File: config.mk
export PLATFORM = sky130hd
export DESIGN_NAME = alu_seq
export DESIGN_NICKNAME = d
export VERILOG_FILES = /design/src/rtl/alu_seq.sv
export SDC_FILE = /design/constraint.sdc
export NUM_CORES = 1
export LEC_CHECK = 0
export BUFFER_PORTS_ARGS = -buffer_cell sky130_fd_sc_hd__buf_2
export CAP_MARGIN = 20
export CORE_MARGIN = 5
export CORE_UTILIZATION = 44
export CTS_CLUSTER_DIAMETER = 200
export CTS_CLUSTER_SIZE = 16
export DETAILED_ROUTE_END_ITERATION = 10
export PLACE_DENSITY = 0.68
export REMOVE_ABC_BUFFERS = 1
export SLEW_MARGIN = 20
export SYNTH_ARGS = -nofsm -noshare
export SYNTH_HDL_FRONTEND = slang
export SYNTH_SLANG_ARGS = --single-unit
File: constraint.sdc
create_clock -name i_clk -period 5.7 [get_ports i_clk]
set_input_delay 1.14 -clock i_clk [delete_from_list [all_inputs] [get_ports i_clk]]
set_output_delay 1.14 -clock i_clk [all_outputs]
set_load 0.01 [all_outputs]
File: src/rtl/alu_seq.sv
// Sequential ALU: single-cycle logic/arithmetic ops, bit-serial shifts (one bit per cycle),
// and a valid/ready handshake on both the request and the result side.
module alu_seq #(
  parameter int          WIDTH   = 8,
  parameter logic [31:0] ERR_VAL = 32'h0000_00EE
) (
  input  logic             i_clk,
  input  logic             i_rst_n,
  input  logic [WIDTH-1:0] i_a,
  input  logic [WIDTH-1:0] i_b,
  input  logic [3:0]       i_func,
  input  logic             i_valid,
  output logic             o_ready,
  output logic [WIDTH-1:0] o_alu,
  output logic             o_err,
  output logic             o_zero,
  output logic             o_valid,
  input  logic             i_ready
);

  localparam int               CW        = $clog2(WIDTH + 1);
  localparam logic [CW-1:0]    C_CNT_MAX = CW'(WIDTH);
  localparam logic [CW-1:0]    C_CNT_ONE = {{(CW-1){1'b0}}, 1'b1};
  localparam logic [WIDTH-1:0] C_B_MAX   = WIDTH'(WIDTH);
  localparam logic [WIDTH-1:0] C_ZERO    = {WIDTH{1'b0}};
  localparam logic [WIDTH-1:0] C_FOUR    = {{(WIDTH-3){1'b0}}, 3'b100};
  localparam logic [WIDTH-1:0] C_ERR     = ERR_VAL[WIDTH-1:0];

  typedef enum logic [1:0] {
    IDLE  = 2'b00,
    SHIFT = 2'b01,
    OUT   = 2'b10
  } state_t;

  state_t           r_state;
  state_t           w_next;
  logic [WIDTH-1:0] r_alu;
  logic             r_err;
  logic             r_zero;
  logic             r_valid;
  logic [WIDTH-1:0] r_work;
  logic [CW-1:0]    r_cnt;
  logic [3:0]       r_func;

  logic [WIDTH:0]   w_sum;
  logic [WIDTH-1:0] w_res;
  logic             w_err;
  logic             w_is_shift;
  logic [CW-1:0]    w_cnt_ld;
  logic [WIDTH-1:0] w_shifted;
  logic             w_accept;
  logic             w_load_out;
  logic [WIDTH-1:0] w_out_val;
  logic             w_out_err;

  assign w_sum      = {1'b0, i_a} + {1'b0, i_b};
  assign w_is_shift = (i_func == 4'b0100) || (i_func == 4'b0101) || (i_func == 4'b0110);
  assign w_cnt_ld   = (i_b >= C_B_MAX) ? C_CNT_MAX : i_b[CW-1:0];

  // Single-cycle result for every non-shift opcode
  always_comb begin
    w_res = C_ZERO;
    w_err = 1'b0;
    case (i_func)
      4'b0000: w_res = i_a & i_b;
      4'b0001: w_res = i_a | i_b;
      4'b0010: begin
        if (w_sum[WIDTH]) begin
          w_res = C_ERR;
          w_err = 1'b1;
        end else begin
          w_res = w_sum[WIDTH-1:0];
        end
      end
      4'b0011: begin
        if (i_a < i_b) begin
          w_res = C_ERR;
          w_err = 1'b1;
        end else begin
          w_res = i_a - i_b;
        end
      end
      4'b0111: w_res = i_a ^ i_b;
      4'b1000: w_res = {{(WIDTH-1){1'b0}}, (i_a == i_b)};
      4'b1001: w_res = {{(WIDTH-1){1'b0}}, (i_a >= i_b)};
      4'b1010: w_res = {{(WIDTH-1){1'b0}}, (i_a < i_b)};
      4'b1011: w_res = i_a + {i_b[WIDTH-2:0], 1'b0};
      4'b1100: w_res = i_a + C_FOUR;
      4'b1101: w_res = i_a - C_FOUR;
      4'b1110: w_res = (i_a > i_b) ? i_a : C_ZERO;
      4'b1111: w_res = (i_a < i_b) ? i_a : C_ZERO;
      default: w_res = C_ZERO;
    endcase
  end

  // One-bit step of the captured shift opcode
  always_comb begin
    case (r_func)
      4'b0100: w_shifted = {r_work[WIDTH-2:0], 1'b0};
      4'b0101: w_shifted = {1'b0, r_work[WIDTH-1:1]};
      4'b0110: w_shifted = {r_work[WIDTH-1], r_work[WIDTH-1:1]};
      default: w_shifted = r_work;
    endcase
  end

  // Next-state logic and result-load selection
  always_comb begin
    w_next     = r_state;
    w_accept   = 1'b0;
    w_load_out = 1'b0;
    w_out_val  = r_alu;
    w_out_err  = 1'b0;
    case (r_state)
      IDLE: begin
        if (i_valid) begin
          w_accept = 1'b1;
          if (!w_is_shift) begin
            w_next     = OUT;
            w_load_out = 1'b1;
            w_out_val  = w_res;
            w_out_err  = w_err;
          end else if (w_cnt_ld == {CW{1'b0}}) begin
            w_next     = OUT;
            w_load_out = 1'b1;
            w_out_val  = i_a;
          end else begin
            w_next = SHIFT;
          end
        end else begin
          w_next = IDLE;
        end
      end
      SHIFT: begin
        // The edge that takes the counter to zero applies the final shift
        if (r_cnt <= C_CNT_ONE) begin
          w_next     = OUT;
          w_load_out = 1'b1;
          w_out_val  = w_shifted;
        end else begin
          w_next = SHIFT;
        end
      end
      OUT: begin
        if (i_ready) begin
          w_next = IDLE;
        end else begin
          w_next = OUT;
        end
      end
      default: w_next = IDLE;
    endcase
  end

  // State register
  always_ff @(posedge i_clk or negedge i_rst_n) begin
    if (!i_rst_n) begin
      r_state <= IDLE;
    end else begin
      r_state <= w_next;
    end
  end

  // Datapath and output registers
  always_ff @(posedge i_clk or negedge i_rst_n) begin
    if (!i_rst_n) begin
      r_alu   <= C_ZERO;
      r_err   <= 1'b0;
      r_zero  <= 1'b0;
      r_valid <= 1'b0;
      r_work  <= C_ZERO;
      r_cnt   <= {CW{1'b0}};
      r_func  <= 4'b0000;
    end else begin
      r_valid <= (w_next == OUT);
      if (w_accept) begin
        r_work <= i_a;
        r_cnt  <= w_cnt_ld;
        r_func <= i_func;
      end else if (r_state == SHIFT) begin
        r_work <= w_shifted;
        r_cnt  <= r_cnt - C_CNT_ONE;
      end
      if (w_load_out) begin
        r_alu  <= w_out_val;
        r_err  <= w_out_err;
        r_zero <= (w_out_val == C_ZERO);
      end
    end
  end

  assign o_ready = (r_state == IDLE);
  assign o_alu   = r_alu;
  assign o_err   = r_err;
  assign o_zero  = r_zero;
  assign o_valid = r_valid;

endmodule

# Word-level counts from Yosys, hierarchy flattened
# Index checks and enable logic that the tools add are counted.
dict set report totals {
  reg_bits 29
  out_inout_bits 12
}
dict set report classes {
  addsub 6
  magnitude_cmp 5
  n_eq_ne 22
  mux 35
  bitwise 3
  reduce_logical 7
}
# operator n
set ops {}
lappend ops {{$pmux 8 s13} 1}
lappend ops {{$mux 8} 10}
lappend ops {{$eq 4x4->1 const B} 8}
lappend ops {{$eq 4x3->1 const B} 7}
lappend ops {{$pmux 8 s3} 1}
lappend ops {{$pmux 8 s2} 1}
lappend ops {{$mux 4} 3}
lappend ops {{$mux 1} 11}
lappend ops {{$mux 2} 5}
lappend ops {{$add 8x8->9} 1}
lappend ops {{$add 8x3->8 const B} 1}
lappend ops {{$add 8x8->8} 1}
lappend ops {{$and 8x8->8} 1}
lappend ops {{$eq 4x2->1 const B} 2}
lappend ops {{$eq 8x8->1} 1}
lappend ops {{$ge 8x4->1 const B} 1}
lappend ops {{$ge 8x8->1} 1}
lappend ops {{$gt 8x8->1} 1}
lappend ops {{$logic_not 4->1} 2}
lappend ops {{$logic_not 8->1} 1}
lappend ops {{$lt 8x8->1} 1}
lappend ops {{$or 8x8->8} 1}
lappend ops {{$sub 8x3->8 const B} 1}
lappend ops {{$sub 8x8->8} 1}
lappend ops {{11 further kinds} 14}

# Longest topological paths before layout
dict set report depth {
  ltp_word 8
  mapped_depth 14
}

# Worst setup path after synthesis
# No wires, ideal clock.
dict set report synth_timing {
  kind {in2reg}
  from {input i_func[0]}
  to {register r_zero, in the netlist o_zero}
  setup_time_ps 103
  t_arrival_ps 4095
  path_slack_ps 1502
  path_stages 14
  path_buffers 3
  cell_sequence {buf_2 -> buf_2 -> buf_1 -> nand4b_1 -> xnor2_1 -> ha_1 -> nor2_1 -> mux2i_1 -> xnor2_1 -> o211ai_1 -> a311o_1 -> o31a_1 -> or4_4 -> o41ai_2}
}
dict set report synth_via {
  elab_chain_cells 7
}
# item line_no
set synth_lines {}
lappend synth_lines {{start, declared} 11} ;# input logic [3:0] i_func,
lappend synth_lines {{parallel branches: the longest is 7 deep, another holds $pmux 8 s13} n/a}
lappend synth_lines {{end signal, assigned} 186} ;# r_zero <= (w_out_val == C_ZERO);
lappend synth_lines {{end, declared} 39} ;# logic r_zero;
# Parallel ways; which one is timed is not known.
# A chain may end at the register's enable or synchronous reset.

# Worst setup path in the final report
dict set report layout_timing {
  from {input i_a[2]}
  to {register r_zero, in the netlist o_zero}
}
dict set report layout_via {
  elab_chain_cells 7
}
# item line_no
set layout_lines {}
lappend layout_lines {{start, declared} 9} ;# input logic [WIDTH-1:0] i_a,
lappend layout_lines {{$add 8x8->9 (tied with other cells)} 56} ;# assign w_sum = {1'b0, i_a} + {1'b0, i_b};
lappend layout_lines {{$mux 8 (on tied branches)} n/a}
lappend layout_lines {{$pmux 8 s13} 64} ;# case (i_func)
lappend layout_lines {{$mux 8 (*)} 117} ;# if (!w_is_shift) begin
lappend layout_lines {{$mux 8 (*)} 115} ;# if (i_valid) begin
lappend layout_lines {{$pmux 8 s2 (*)} 113} ;# case (r_state)
lappend layout_lines {{$logic_not 8->1 (*)} 186}
# Every way passes the cells marked *; elsewhere a longest branch is shown, timed or not.

==> summary.txt <==
Synth
  • Number of synthesized flops with an enable pin: 0
  • Synth Instances: 513
  • Syn_area_per_cell: 7.81 um^2
  • Post-synth cell types: 79
  • Post-synthesis instance area: 0.00401 mm^2
  • Synth async-reset ratio: 100%
  • Synthesis Warnings: 0
  • Synth Area in Simple Gates: 22.1%
  • Main combinational cell family by area after synthesis: compound AO/OA/AOI/OAI gates
  • Seq/Total Area, Yosys: 18.1%
  • Share of the synthesized area in the top cell type: 18.1%
  • Most used flip-flop cell after synthesis: dfrtp_1
  • Yosys top cell by area: dfrtp_1
  • Post-synthesis compound-gate area fraction: 33.4%
  • Most common cell in the synthesized netlist: nor2_1
  • Number of synthesized register bits: 29
  • Synth Area in Adders: 12.1%
  • Top cells by count, synth: 46 x nor2_1, 40 x a21oi_1, 35 x inv_1
  • Post-Synth XOR/XNOR Area: 2.62%
  • Post-synthesis mux area share: 4.81%
  • Synth top area cells: dfrtp_1 18%, ha_1 11%, a21oi_1 5.0%

Placed design
  • Placed Instances: 628
  • Port-buffer cells: 35
  • HPWL Detailed: 10600 um
  • Final GP Congestion: 1.00

Setup path
  • R2R Setup Slk: 2.75 ns
  • Worst reg-to-reg path cell count: 8
  • CP Class: input port to flop
  • Worst r2r src: r_func[0]
  • Worst Path Max Fanout: 11
  • Required @ worst endpoint: 5.90 ns
  • Worst path arrival time: 4.45 ns
  • CP Capture Type: flop
  • Critical Path Start Type: input port
  • FF-to-FF End: o_zero

Route
  • DR vias/cell: 6.81
  • Post-route ant nets: 0
  • Initial DRC count: 391
  • Total Wirelength: 14000 um
  • DR WL/cell: 22.0 um
  • Via count: 4340
  • First-pass iteration count of the detailed router: 6
  • Final routed DRC violation total: 0

Clock network
  • Clk slew on worst S/H paths: 0.07 ns
  • Clk_lat worst skew: 0.29 ns
  • Cts repair resizes: 0
  • Clock Tree Buf Depth: 2
  • H-tree Lvls: 2
  • # clock sinks: 29
  • Post-CTS Setup Bufs: 0
  • CTS root buf: clkbuf_8
  • Hold buffers post-CTS: 0
  • CTS tree: done
  • Cts bufs inserted: 5

Floorplan
  • Core region area: 0.00881 mm^2
  • Row Count: 34
  • Die height: 105 um
  • Boundary pin count: 36
  • Starting density of the core: 45.5%
  • Die ar.: 0.0111 mm^2
  • Die W: 105 um

Global route
  • Vias in the first global route: 3962
  • GRT Resource Usage Total: 24.9%
  • Initial antenna violation count: 0
  • Pin count of the biggest net entering global routing: 30
  • Remaining Overflow, GRT: 0
  • First-pass GRT wire length: 22100 um

Timing
  • Final Cycle Share: 74.6%
  • Final hold vios: 0
  • Clock skew: 0.0101 ns
  • Final setup TNS: 0 ns
  • Tmin final: 4.25 ns
  • Max Slew Vio Count: 0
  • Worst Max-Slew Pin Slew: 1.07 ns
  • Relative slew slack: 27.5%
  • Final setup violation count: 0
  • Upper clock frequency limit: 0.235 GHz
  • RSZ-0062 raised after global routing: false

Status
  • Status: complete, no violations

Power and ir drop
  • Leakage dissipation: 0.00183 uW
  • Maximum vdd ir drop: 0.202 mV
  • PwrDens: 350 mW/mm^2

Cells and area
  • Fillers: 872
  • Finished Layout Cells: 637
  • Layout cells sized above 1: 14.4%
  • Number of inserted diodes: 0
  • P&R area growth vs syn: 7.40%
  • Register area: 726 um^2
  • Multi-input combinational cell area: 0.00301 mm^2
  • Final-stage net count: 589

Job
  • Max_cap viols: 0

Worst hold path
  • Worst hold path class: flop to flop
  • Hold Path Origin: o_err
  • WHS Path Cells: 1
  • Hold worst-path end: o_err
-- per-layer routing --
metal | up-vias | GRT usage [%] | wire length (um)
met2 | 243 | 38.5 | 6330
met3 | 37 | 5.44 | 1210
met4 | 0 | 7.50 | 450
li1 | 1982 | - | -
met1 | 2078 | 34.8 | 6050
met5 | - | 0 | 0
-- power breakdown --
group | leakage, uW | internal, uW | total, uW | switching [uW]
clock | 0.0000542 | 109 | 194 | 85.1
combinational | 0.00143 | 359 | 852 | 493
sequential | 0.000347 | 301 | 457 | 157
total | 0.00183 | 769 | 1500 | 735
-- how the worst max path moves through the flow --
| stage | from | endpoint | slack [ns] | cells after the start |
|---|---|---|---|---|
| 2_1_floorplan | i_a[0] | o_zero | 1.68 | 12 |
| 3_3_place_gp | i_a[2] | o_zero | 1.28 | 11 |
| 3_5_place_dp | i_a[2] | o_zero | 1.21 | 11 |
| 4_1_cts | i_a[2] | o_zero | 1.53 | 11 |
| 5_1_grt | i_a[2] | o_zero | 1.23 | 11 |
| 6_report | i_a[2] | o_zero | 1.45 | 11 |
-- through the flow --
step                cell area [um^2]  total power (uW)  setup slack (ns)  hold slack, ns  util (%)
finish                          4300              1500              1.45           0.515      48.8
global route                    4300              1610              1.23           0.532      48.8
CTS                             4290              1490              1.53           0.521      48.8
detailed placement              4190              1290              1.21           0.505      47.6
global placement                4190              1270              1.28           0.499      47.6
floorplan                       3870              1010              1.68           0.515         -
-- worst max-delay path: stages --
cell and delay, ns:
buf_2 0.28, inv_1 0.21, ha_1 0.49, nor3b_1 0.11, o31ai_1 0.40, nand3_2 0.21
mux2i_2 0.28, a211oi_1 0.33, o22ai_1 0.14, or4_4 0.55, o41ai_2 0.31
-- registers in the layout, indices dropped and copies added, names as in the netlist --
signal / count
o_zero: 1
r_cnt: 4
o_valid: 1
r_work: 8
o_err: 1
r_state: 2
r_func: 4
o_alu: 8
-- layout make-up --
cell class                 count  area share [%]
multi-input combinational    418            69.9
sequential                    29            16.9
timing repair buffer          38            4.60
inverter                      36            3.14
tap                          108            3.14
clock buffer                   7            2.24
clock inverter                 1           0.116
-- layout by cell type (no fill, tap or decap), types with 11 or more instances in the layout --
cell type	n
nor2_1	46
a21oi_1	40
inv_1	35
buf_2	35
ha_1	34
dfrtp_1	29
nand2_1	27
o21ai_0	23
nand3_1	15
o22ai_1	12
a22oi_1	11
-- cells by family after synthesis --
| kind of cell | count (synthesis) |
|---|---|
| AND/OR/NAND/NOR | 163 |
| flip-flops | 29 |
| AO/OA/AOI/OAI | 188 |
| XOR/XNOR | 12 |
| multiplexers | 18 |
| adder cells (fa/ha/maj) | 37 |
| buffers and inverters | 66 |
No activity file was read; power rests on OpenSTA's default activity.
